**src/rtl/rfPhoenixPkg.sv**
```systemverilog
// rfPhoenix shared types: decode/fetch bundles and dispatch state.
// Imported by the dispatch skid buffer and its wrapper.
package rfPhoenixPkg;

    typedef struct packed {
        logic [15:0] tag;
        logic [6:0]  opcode;
        logic [4:0]  rd;
        logic [4:0]  rs1;
        logic [4:0]  rs2;
        logic [31:0] imm;
    } DecodeBus;

    typedef struct packed {
        logic [31:0] pc;
        logic [31:0] insn;
        logic        pred_taken;
    } InstructionFetchbuf;

    typedef enum logic [1:0] {
        DSP_EMPTY = 2'd0,
        DSP_ONE   = 2'd1,
        DSP_TWO   = 2'd2
    } dsp_state_e;

    typedef struct packed {
        DecodeBus           dec;
        InstructionFetchbuf ifb;
    } dsp_entry_t;

endpackage

```
**src/rtl/rfphoenix_skid_reg2.sv**
```systemverilog
// Generic two-entry valid/ready skid register with flush.
// Output side is driven straight from the head register.
module rfphoenix_skid_reg2
    import rfPhoenixPkg::*;
#(
    parameter type T = logic [7:0]
) (
    input  logic       clk,
    input  logic       rst_n,
    input  logic       flush_i,
    input  logic       load_i,
    input  T           data_i,
    input  logic       ready_i,
    output logic       valid_o,
    output T           data_o,
    output logic       full_o,
    output logic [1:0] occ_o
);

    dsp_state_e state_q, state_d;
    T           head_q, head_d;
    T           tail_q, tail_d;
    logic       fire;

    assign valid_o = (state_q != DSP_EMPTY);
    assign full_o  = (state_q == DSP_TWO);
    assign data_o  = head_q;
    assign fire    = valid_o & ready_i;
    assign occ_o   = (state_q == DSP_TWO) ? 2'd2 :
                     (state_q == DSP_ONE) ? 2'd1 : 2'd0;

    // Next-state and data steering; flush overrides everything.
    always_comb begin
        state_d = state_q;
        head_d  = head_q;
        tail_d  = tail_q;
        unique case (state_q)
            DSP_EMPTY: begin
                if (load_i) begin
                    state_d = DSP_ONE;
                    head_d  = data_i;
                end
            end
            DSP_ONE: begin
                unique case ({fire, load_i})
                    2'b11: head_d = data_i;
                    2'b10: state_d = DSP_EMPTY;
                    2'b01: begin
                        state_d = DSP_TWO;
                        tail_d  = data_i;
                    end
                    default: state_d = DSP_ONE;
                endcase
            end
            DSP_TWO: begin
                if (fire) begin
                    state_d = DSP_ONE;
                    head_d  = tail_q;
                end
            end
            default: state_d = DSP_EMPTY;
        endcase
        if (flush_i) begin
            state_d = DSP_EMPTY;
        end
    end

    // State and payload registers.
    always_ff @(posedge clk or negedge rst_n) begin
        if (!rst_n) begin
            state_q <= DSP_EMPTY;
            head_q  <= '0;
            tail_q  <= '0;
        end else begin
            state_q <= state_d;
            head_q  <= head_d;
            tail_q  <= tail_d;
        end
    end

endmodule

```
**src/rtl/rfphoenix_insn_dispatch.sv**
```systemverilog
// Decoded-instruction FIFO reader feeding the issue stage.
// FIFO pop depends only on registered fullness, never on iss_ready.
module rfphoenix_insn_dispatch
    import rfPhoenixPkg::*;
#(
    parameter int CNTW = 32
) (
    input  logic               clk,
    input  logic               rst_n,
    input  logic               flush,
    input  logic               fifo_v,
    input  DecodeBus           fifo_dec,
    input  InstructionFetchbuf fifo_ifb,
    output logic               fifo_rd,
    output logic               iss_valid,
    input  logic               iss_ready,
    output DecodeBus           iss_dec,
    output InstructionFetchbuf iss_ifb,
    output logic [1:0]         occ,
    output logic [CNTW-1:0]    issued_cnt
);

    dsp_entry_t      in_ent;
    dsp_entry_t      out_ent;
    logic            full;
    logic            fire;
    logic [CNTW-1:0] cnt_q, cnt_d;

    assign in_ent.dec = fifo_dec;
    assign in_ent.ifb = fifo_ifb;
    assign fifo_rd    = rst_n & fifo_v & ~flush & ~full;
    assign iss_dec    = out_ent.dec;
    assign iss_ifb    = out_ent.ifb;
    assign fire       = iss_valid & iss_ready;
    assign issued_cnt = cnt_q;

    rfphoenix_skid_reg2 #(
        .T(dsp_entry_t)
    ) u_skid (
        .clk     (clk),
        .rst_n   (rst_n),
        .flush_i (flush),
        .load_i  (fifo_rd),
        .data_i  (in_ent),
        .ready_i (iss_ready),
        .valid_o (iss_valid),
        .data_o  (out_ent),
        .full_o  (full),
        .occ_o   (occ)
    );

    // Handshake counter; a fire in a flush cycle still counts.
    always_comb begin
        cnt_d = cnt_q + CNTW'(fire);
    end

    // Counter register, wraps naturally.
    always_ff @(posedge clk or negedge rst_n) begin
        if (!rst_n) begin
            cnt_q <= '0;
        end else begin
            cnt_q <= cnt_d;
        end
    end

endmodule
```
**config.mk**
```make
export PLATFORM = sky130hd
export DESIGN_NAME = rfphoenix_insn_dispatch
export DESIGN_NICKNAME = d
export VERILOG_FILES = /design/src/rtl/rfPhoenixPkg.sv /design/src/rtl/rfphoenix_skid_reg2.sv /design/src/rtl/rfphoenix_insn_dispatch.sv
export SDC_FILE = /design/constraint.sdc
export NUM_CORES = 1
export LEC_CHECK = 0
export CORE_MARGIN = 2
export CORE_UTILIZATION = 48
export CTS_CLUSTER_SIZE = 14
export DETAILED_ROUTE_END_ITERATION = 7
export PLACE_DENSITY = 0.78
export SLEW_MARGIN = 5
export SYNTH_ARGS = -nofsm -noshare
export SYNTH_HDL_FRONTEND = slang
export SYNTH_SLANG_ARGS = --single-unit
```
**constraint.sdc**
```tcl
create_clock -name clk -period 2.4 [get_ports clk]
set_input_delay 0.48 -clock clk [delete_from_list [all_inputs] [get_ports clk]]
set_output_delay 0.48 -clock clk [all_outputs]
set_load 0.1 [all_outputs]
```
======== After elaboration in Yosys (flattened, before gate mapping) ========
Index checks and enable logic that the tools add are counted.
storage, ports and cells
  register bits after elaboration ......... 304
  input bits .............................. 140
  output and inout port bits .............. 171
cells by class
  add/sub/neg operators ................... 1
  eq/ne operators ......................... 11
  multiplexer cells ....................... 11
  bitwise operators ....................... 6
  reduce and logical (&&, ||, !) cells .... 6
operator list
  cell                count
  $mux 135            3
  $pmux 135 s3        1
  $add 32x1->32       1
  $pmux 2 s3          2
  $mux 2              4
  $eq 2x2->1 const B  3
  $ne 3x2->1 const B  2
  $and 1x1->1         4
  $eq 2x1->1 const B  2
  $ne 2x1->1 const B  2
  $reduce_and 4->1    1
  $ne 3x3->1 const B  1
  $reduce_and 3->1    1
  $reduce_bool 3->1   1
  $logic_not 2->1     1
  $ne 2x2->1 const B  1
  $not 1->1           2
  $reduce_and 2->1    1
  $reduce_bool 2->1   1
  $mux 1              1

======== Depth between registers and ports, before layout ========
Gate-level depths: netlist (run 1).
  depth after elaboration ................. 7
  gate-level depth with buffers ........... 8
  mapped depth without buffers ............ 7

======== Hierarchy ========
A second synthesis (run 1) with hierarchy kept.
second synthesis, totals
  cells, all modules ...................... 886
  area, all modules ....................... 12642.1 µm²
by module, submodules not included
  module                   instances  cells each  area each (µm²)
  rfphoenix_skid_reg2      1          758         11174.5
  rfphoenix_insn_dispatch  1          128         1467.7

======== Least setup slack after synthesis (run 1) ========
OpenSTA, ideal clock, no wires.
  path kind ............................... flip-flop to output port
  start point ............................. reg u_skid.state_q[1]
  end point ............................... out fifo_rd
  data arrival time ....................... 3114 ps
  path slack .............................. -1194 ps
  cell stages (with the launch flop) ...... 7
  path buffers ............................ 3
  cells stage by stage .................... dfrtp_1 > buf_2 > inv_1 > nor2_1 > buf_2 > buf_2 > nor3_1
on the way
  word-level cells in the longest chain between the ends .. 3
RTL lines
  item                    line                           RTL
  start, declared         rfphoenix_skid_reg2.sv:20      dsp_state_e state_q, state_d;
  start signal, assigned  rfphoenix_skid_reg2.sv:75      state_q <= state_d;
  $eq 2x2->1              rfphoenix_skid_reg2.sv:26      assign full_o = (state_q == DSP_TWO);
  via full                rfphoenix_insn_dispatch.sv:25  logic full;
  $not 1->1               rfphoenix_insn_dispatch.sv:31  assign fifo_rd = rst_n & fifo_v & ~flush & ~full;
  $and 1x1->1             rfphoenix_insn_dispatch.sv:31
  end, declared           rfphoenix_insn_dispatch.sv:14  output logic fifo_rd,
The timed path passes the listed nets, and every way through them passes these cells.

======== Worst setup path in the final report (run 1) ========
  start point ............................. reg u_skid.state_q[1]
  end point ............................... out occ[1]
on the way
  word-level cells in the longest chain between the ends .. 2
RTL lines
  item           line                           RTL
  $eq 2x2->1     rfphoenix_skid_reg2.sv:29      assign occ_o = (state_q == DSP_TWO) ? 2'd2 :
  $mux 2         rfphoenix_skid_reg2.sv:29
  end, declared  rfphoenix_insn_dispatch.sv:19  output logic [1:0] occ,
No other way between the ends.

==> impl_metrics.yaml, run 1 <==
status:
  status: "completed"
floorplanning:
  core_um2: 26000
  fp-row-count: 59
  die_area_um2: 27800
  fp.dieH_um: 167
  start_util_pct: 48.9
  die_w_um: 167
  pin_count: 311
sta:
  setup_viol: 0
  max_slew_margin_pct: 38.9
  rsz0062_at_grt: "no"
  fmax_mhz: 435
  finalMaxSlewViolations: 0
  fin_skew_ns: 0.00931
  period_needed_ns: 2.30
  fin_crit_sh_pct: 95.7
  fin_ws_ns: 0.102
  tns_ns: 0
  worstMarginPinSlew_ns: 0.916
  finalHoldViolCount: 0
detailed_routing:
  firstDrtPassIters: 5
  routed_via_density: 5.27
  wl_per_cell_um: 17.5
  post-route-drc-count: 0
  totalWireLength_um: 29500
  final_antenna_net_count: 0
  via_count: 8886
  drt_iter0_drc: 519
min_path:
  hold_class: "input pin to asynchronous set/reset pin"
grt:
  grt_pass1_wl_um: 48200
  grt-ovfl-total: 0
  grt_pass1_vias: 9174
  grt_max_degree: 166
  antenna_found_initial: 0
  grtUsageTotal_pct: 21.0
power:
  p_per_area_nw_per_um2: 1080
  internal_power_mw: 10.9
  p_sw_share_pct: 40.7
  p_comb_share_pct: 35.4
  power.switching_mw: 7.51
  max-vdd-ir-drop_uv: 708
  p_leak_nw: 7.56
  power_frac_clock_pct: 28.4
  seq_power_share_pct: 36.2
yosys:
  synth_cell_types: 31
  yosysSeqAreaShare_pct: 59.9
  ys_ff_latch: 304
  syn_area_per_cell_um2: 12.5
  async_reset_ff_share_pct: 100
  syn_nets: 1155
  syn_inst: 1013
  synth-edff-count: 0
  yosysWarningCount: 0
  netlist_area_um2: 12700
  synth_ff_type: "dfrtp_1"
clock_network:
  cts_tree: "yes"
  cts.sinks: 304
  clockBufferDepth: 3
  numCtsBuffers: 31
  path_clk_slew_ns: 0.06
  htree_levels: 1
  clock_latency_ns: 0.54
  cts-root-buf: "clkbuf_16"
finish:
  layout_commonest_cell: "dfrtp_1"
  drive_above_1_share_pct: 29.7
  fillers: 1996
  final_area_um2: 17100
  nNetsFinal: 1468
  utilization_pct: 65.8
  area_delta_synth_final_pct: 34.7
  mostFrequentLayoutCells: "302 x dfrtp_1, 186 x buf_4, 140 x nor2_1"
placement:
  place_congestion: 0.799
  placed_cell_area_um2: 15900
  port_buffers: 310
  place_hpwl_um: 19900
  place_ws_ns: 0.0646
setup_path:
  r2r_slack_ns: 0.43
  critPathKind: "flip-flop to output pin"
  endpoint_kind: "output pin"
  worstSetupStartpointType: "flip-flop"
  required_ns: 1.92
  cp.arrival_ns: 1.82
  cp_max_fo: 10
run:
  drv_cap: 0
## worst paths after layout
path / start / end / cells after the start
min in group clk: issued_cnt[14] / issued_cnt[14] / 1
worst max-delay path: u_skid.state_q[1] / occ[1] / 5
worst min register to register: issued_cnt[14] / issued_cnt[14] / 1
max in group asynchronous: rst_n / u_skid.tail_q[14] / 2
worst min-delay path: rst_n / u_skid.data_o[104] / 2
worst max register to register: u_skid.state_q[0] / issued_cnt[28] / 8
## state kept, by name, summed over array words and instances, names as in the netlist
| register | flops |
|---|---|
| u_skid.data_o | 135 |
| u_skid.tail_q | 135 |
| issued_cnt | 32 |
| u_skid.state_q | 2 |
## critical path, cell delays in order, from the launching register on
cell,delay (ns)
dfrtp_2,0.43
buf_4,0.18
inv_1,0.08
nor2_4,0.17
buf_6,0.21
buf_12,0.19
## timing repair
| item | 4_1_cts | 5_1_grt |
|---|---|---|
| gates resized for setup | 1 | 1 |
| hold endpoints to repair | 2 | 0 |
| endpoints found under the setup margin | 1 | 1 |
| hold buffers | 1 | 0 |
| setup buffers | 2 | 0 |
| pin swaps | 1 | 0 |
## cell type report
cell class              count  area (µm²)  area share, %
flip-flops and latches    304        7610           44.5
inverters                   2        7.51         0.0439
clock buffers              42         897           5.25
diodes                      1        2.50         0.0146
well taps                 335         419           2.45
clock inverters            15         230           1.35
multi-input cells         645        4810           28.2
repair buffers            342        3110           18.2
## per-stage QoR
| step | cells | total power, mW | hold WS, ns |
|---|---|---|---|
| 2_1_floorplan | 1013 | 11.6 | 0.184 |
| 3_3_place_gp | 1625 | 13.2 | 0.274 |
| 3_5_place_dp | 1625 | 13.3 | 0.273 |
| 4_1_cts | 1685 | 18.6 | 0.0974 |
| 5_1_grt | 1685 | 19.2 | 0.147 |
| 6_report | 1686 | 18.4 | 0.0292 |
## synth_stat cells (all sizes together), types with 3 or more instances
cell / number / area share, %
nand4: 12 / 0.59
nand2: 12 / 0.35
mux2: 135 / 12
nor3: 4 / 0.16
dfrtp: 304 / 60
xor2: 6 / 0.41
and3: 10 / 0.49
nand3: 11 / 0.43
buf: 47 / 1.9
and4: 3 / 0.21
nor2: 141 / 4.2
clkbuf: 15 / 0.44
mux2i: 136 / 11
a21oi: 135 / 5.3
xnor2: 23 / 1.6
## power groups by stage
stage	Combinational, mW	Clock [mW]	Sequential (mW)
after floorplan	1.06	0	10.5
after global placement	6.49	0	6.70
after detailed placement	6.57	0	6.75
after CTS	6.58	5.35	6.68
after global routing	6.80	5.55	6.81
final	6.53	5.23	6.67
## cell families (layout without fill, tap and decap cells)
family	Yosys count	in the layout	synth area share (%)
AOI/OAI and AO/OA	141	141	5.82
xor gates and xnor gates	29	29	2.00
adders and majority gates	2	2	0.197
buffers and inverters	64	401	2.38
DFF	304	304	59.9
muxes	271	271	22.7
other	0	1	0
and+or+nand+nor	202	202	6.99
## routing by layer
| metal | vias to the layer above | wire length, µm | global-route usage [%] |
|---|---|---|---|
| li1 | 4177 | - | - |
| met1 | 4401 | 11900 | 26.8 |
| met2 | 258 | 14300 | 35.1 |
| met3 | 50 | 2550 | 6.44 |
| met4 | 0 | 718 | 5.58 |
| met5 | - | 0 | 0 |
(Power assumes the default switching activity.)
==> run 2, diff against run 1 <==
--- a/config.mk
+++ b/config.mk
@@ -14,3 +14,4 @@
 export SYNTH_ARGS = -nofsm -noshare
 export SYNTH_HDL_FRONTEND = slang
 export SYNTH_SLANG_ARGS = --single-unit
+export TNS_END_PERCENT = 10
==> impl_metrics.yaml, run 2 (synthesized netlist as in run 1, its figures left out) <==
status:
  status: "completed"
detailed_routing:
  firstDrtPassIters: 4
  drt_iter0_drc: 511
  post-route-drc-count: 0
  via_count: 8778
  routed_via_density: 5.20
  totalWireLength_um: 29500
  final_antenna_net_count: 0
  wl_per_cell_um: 17.5
setup_path:
  cp_max_fo: 10
  r2r_slack_ns: 0.37
  cp_cell_sequence: "inv_1 > nor2_4 > buf_6 > buf_12"
  timing.rr.end: "issued_cnt[28]"
  crit_family: "buffers and inverters"
  cpPeakStageDelay_ns: 0.51
  timing.critical_path.buf_inv: 3
  required_ns: 1.92
  endpoint_kind: "output pin"
  crit_cells: 4
  crit_path_end: "occ[1]"
  worstSetupStartpointType: "flip-flop"
  r2r_cells: 8
  cp.arrival_ns: 1.77
  crit_path_start: "u_skid.state_q[1]"
  critPathKind: "flip-flop to output pin"
  cp_slowest_cell: "dfrtp_2"
  r2r_start: "u_skid.state_q[1]"
min_path:
  hold_class: "input pin to asynchronous set/reset pin"
grt:
  use_met2_pct: 34.3
  grt_pass1_wl_um: 47800
  grtUsageTotal_pct: 20.9
  grt.busiest_layer: "met2"
  grtUsageMet1_pct: 27.5
  grt-ovfl-total: 0
  grt_max_degree: 176
  antenna_found_initial: 0
  grt_pass1_vias: 9090
  grt_util_met3_pct: 5.87
clock_network:
  numCtsBuffers: 31
  cts_tree: "yes"
  cts-root-buf: "clkbuf_16"
  clockBufferDepth: 3
  cts.sinks: 304
  clock_latency_ns: 0.55
  path_clk_slew_ns: 0.06
  htree_levels: 1
sta:
  rsz0062_at_grt: "no"
  fmax_mhz: 445
  tns_ns: 0
  period_needed_ns: 2.25
  max_slew_margin_pct: 35.9
  fin_skew_ns: 0.00822
  worstMarginPinSlew_ns: 0.961
  finalMaxSlewViolations: 0
  setup_viol: 0
  finalHoldViolCount: 0
  fin_crit_sh_pct: 93.7
run:
  drv_cap: 0
floorplanning:
  start_util_pct: 48.9
  core_um2: 26000
  die_area_um2: 27800
  die_w_um: 167
  pin_count: 311
  fp-row-count: 59
  fp.dieH_um: 167
finish:
  mostFrequentLayoutCells: "303 x dfrtp_1, 191 x buf_4, 140 x nor2_1"
  nNetsFinal: 1471
  drive_above_1_share_pct: 29.9
  final_area_um2: 17100
  diodes: 0
  fillers: 1971
  utilization_pct: 65.6
  layout_commonest_cell: "dfrtp_1"
  area_delta_synth_final_pct: 34.4
  stdcell_count: 1688
placement:
  port_buffers: 310
  place_hpwl_um: 20400
  place_congestion: 0.795
  placed_cell_area_um2: 15900
  dp_cells: 1628
power:
  seq_power_share_pct: 36.6
  p_sw_share_pct: 41.2
  internal_power_mw: 10.8
  power.switching_mw: 7.54
  p_per_area_nw_per_um2: 1070
  max-vdd-ir-drop_uv: 858
  p_total_mw: 18.3
  power_frac_clock_pct: 27.8
  p_leak_nw: 7.54
  p_comb_share_pct: 35.6
run 2: per-stage QoR:
stage / hold slack [ns] / setup WS [ns]
floorplan: 0.184 / -0.117
global placement: 0.317 / 0.0563
detailed placement: 0.321 / 0.0215
CTS: 0.124 / 0.0153
global route: 0.146 / 0.0634
finish: 0.107 / 0.152
run 2: power groups by stage:
stage	clock network, mW	logic, mW	registers [mW]
2_1_floorplan	0	1.06	10.5
3_3_place_gp	0	6.47	6.73
3_5_place_dp	0	6.56	6.78
4_1_cts	5.22	6.57	6.70
5_1_grt	5.41	6.78	6.82
6_report	5.08	6.52	6.70
run 2: worst min path at each step:
stage          slack, ns                end  cells after the start
6_report            0.11  u_skid.data_o[58]                      2
5_1_grt             0.15  u_skid.data_o[58]                      2
2_1_floorplan       0.18      issued_cnt[0]                      0
4_1_cts             0.12  u_skid.state_q[0]                      2
3_3_place_gp        0.32   u_skid.data_o[6]                      1
3_5_place_dp        0.32   u_skid.data_o[6]                      1
run 2: layout make-up:
type	instances	area, µm²	share of cell area [%]
clock buffers	39	866	5.08
flip-flops and latches	304	7610	44.6
multi-input cells	645	4810	28.2
inverters	2	7.51	0.0440
well taps	335	419	2.46
repair buffers	345	3110	18.2
clock inverters	18	234	1.37
run 2: per-layer routing:
metal	part of all wire, %	routed length, µm
met5	0	0
met4	2.7	810
met3	7.3	2150
met2	48	14100
met1	42	12500
run 2: timing repair:
action / in CTS / in global routing
hold buffers: 1 / 0
endpoints found under the hold margin: 10 / 0
buffers inserted: 0 / 2
setup endpoints to repair: 1 / 1
gates resized for setup: 2 / 0
pin swaps: 0 / 1
run 2: worst reg2reg max path: stages (launching register included):
cell and delay [ns]:
dfrtp_2 0.50, or2_2 0.33, and3_1 0.19, ha_1 0.20, and2_1 0.17, nor4b_2 0.15, buf_4 0.17, nand4_1 0.10
xnor2_1 0.13
==> run 3, diff against run 2 <==
--- a/config.mk
+++ b/config.mk
@@ -9,7 +9,8 @@
 export CORE_UTILIZATION = 48
 export CTS_CLUSTER_SIZE = 14
 export DETAILED_ROUTE_END_ITERATION = 7
-export PLACE_DENSITY = 0.78
+export HOLD_SLACK_MARGIN = 0.15
+export PLACE_DENSITY = 0.85
 export SLEW_MARGIN = 5
 export SYNTH_ARGS = -nofsm -noshare
 export SYNTH_HDL_FRONTEND = slang
==> impl_metrics.yaml, run 3 (synthesized netlist as in run 1, its figures left out) <==
finish:
  mostFrequentLayoutCells: "303 x dfrtp_1, 189 x buf_4, 140 x nor2_1"
  diodes: 0
  drive_above_1_share_pct: 29.6
  layout_commonest_cell: "dfrtp_1"
  nNetsFinal: 1470
  area_delta_synth_final_pct: 34.3
  stdcell_count: 1685
  final_area_um2: 17100
sta:
  fin_ws_ns: 0.111
  finalHoldViolCount: 0
  fmax_mhz: 437
  rsz0062_at_grt: "no"
  worstMarginPinSlew_ns: 0.952
  max_slew_margin_pct: 36.5
  period_needed_ns: 2.29
  setup_viol: 0
  fin_crit_sh_pct: 95.4
  fin_skew_ns: 0.0111
  finalMaxSlewViolations: 0
placement:
  place_hpwl_um: 20300
  place_congestion: 0.859
  dp_cells: 1626
  place_ws_ns: 0.0943
  placed_cell_area_um2: 15900
  port_buffers: 310
floorplanning:
  die_area_um2: 27800
  fp-row-count: 59
  pin_count: 311
  die_w_um: 167
  core_um2: 26000
  start_util_pct: 48.9
  fp.dieH_um: 167
status:
  status: "completed"
power:
  p_per_area_nw_per_um2: 1070
  p_sw_share_pct: 41.2
  max-vdd-ir-drop_uv: 800
  p_comb_share_pct: 35.9
  p_leak_nw: 7.55
  seq_power_share_pct: 36.9
  power_frac_clock_pct: 27.2
  power.switching_mw: 7.50
  internal_power_mw: 10.7
min_path:
  hold_class: "flip-flop to flip-flop"
clock_network:
  cts.sinks: 304
  path_clk_slew_ns: 0.06
  clock_latency_ns: 0.54
  htree_levels: 1
  clockBufferDepth: 3
  cts-root-buf: "clkbuf_16"
  cts_tree: "yes"
  numCtsBuffers: 31
grt:
  grt_pass1_wl_um: 48900
  grtUsageTotal_pct: 21.5
  use_met2_pct: 36.0
  grt-ovfl-total: 0
  grt.busiest_layer: "met2"
  antenna_found_initial: 0
  grt_util_met3_pct: 5.20
  grtUsageMet1_pct: 27.2
  grt_pass1_vias: 9381
  grt_max_degree: 170
detailed_routing:
  routed_via_density: 5.38
  final_antenna_net_count: 0
  firstDrtPassIters: 4
  totalWireLength_um: 30300
  wl_per_cell_um: 18.0
  post-route-drc-count: 0
  drt_iter0_drc: 553
  via_count: 9066
setup_path:
  critPathKind: "input pin to output pin"
  required_ns: 1.92
  worstSetupStartpointType: "input pin"
  endpoint_kind: "output pin"
  cp.arrival_ns: 1.81
  cp_max_fo: 3
run:
  drv_cap: 0
-- run 3: layout make-up --
cell class | count | area, µm²
Clock buffer | 47 | 956
Tap cell | 335 | 419
Inverter | 2 | 7.51
Fill cell | 1925 | 8930
Clock inverter | 8 | 121
Timing Repair Buffer | 344 | 3130
Multi-Input combinational cell | 645 | 4810
Sequential cell | 304 | 7610
-- run 3: power groups by stage --
stage	Clock, mW	Combinational (mW)	Sequential, mW
6_report	4.97	6.54	6.72
5_1_grt	5.29	6.79	6.84
4_1_cts	5.07	6.58	6.71
3_5_place_dp	0	6.56	6.79
3_3_place_gp	0	6.45	6.74
2_1_floorplan	0	1.06	10.5
-- run 3: worst paths after layout --
check	startpoint	endpoint	slack [ns]	cells after the start
hold reg to reg	issued_cnt[21]	issued_cnt[21]	0.49	1
setup / recovery	rst_n	fifo_rd	0.11	6
max in group asynchronous	rst_n	u_skid.tail_q[131]	0.56	4
setup reg to reg	u_skid.state_q[1]	issued_cnt[28]	0.37	8
min in group asynchronous	rst_n	u_skid.tail_q[75]	0.66	3
hold / removal	issued_cnt[21]	issued_cnt[21]	0.49	1
-- run 3: repair_timing --
action / in CTS / in global routing
hold endpoints to repair: 135 / 0
cloned: 1 / 0
pin swaps: 0 / 1
gates resized for setup: 1 / 1
setup buffers: 0 / 1
setup endpoints to repair: 1 / 2
hold buffers: 2 / 0
-- run 3: worst max-delay path, stage by stage --
cell and delay [ns]:
dlygate4sd3_1 0.56, buf_8 0.12, nand2_2 0.09, buf_4 0.17
nor3_4 0.16, buf_12 0.20
-- run 3: per-layer routing --
| layer | vias up | wire length [µm] |
|---|---|---|
| met1 | 4498 | 12300 |
| met2 | 313 | 14700 |
| met3 | 70 | 2150 |
| met4 | 0 | 1080 |
| li1 | 4185 | - |
| met5 | - | 0 |
-- run 3: stage by stage --
step	setup TNS, ns	total power [mW]	utilization [%]	hold WS (ns)
after floorplan	-0.659	11.6	-	0.184
after global placement	0	13.2	61.2	0.270
after global routing	0	18.9	65.6	0.509
after CTS	0	18.4	65.6	0.495
final	0	18.2	65.6	0.494
after detailed placement	0	13.3	61.2	0.269
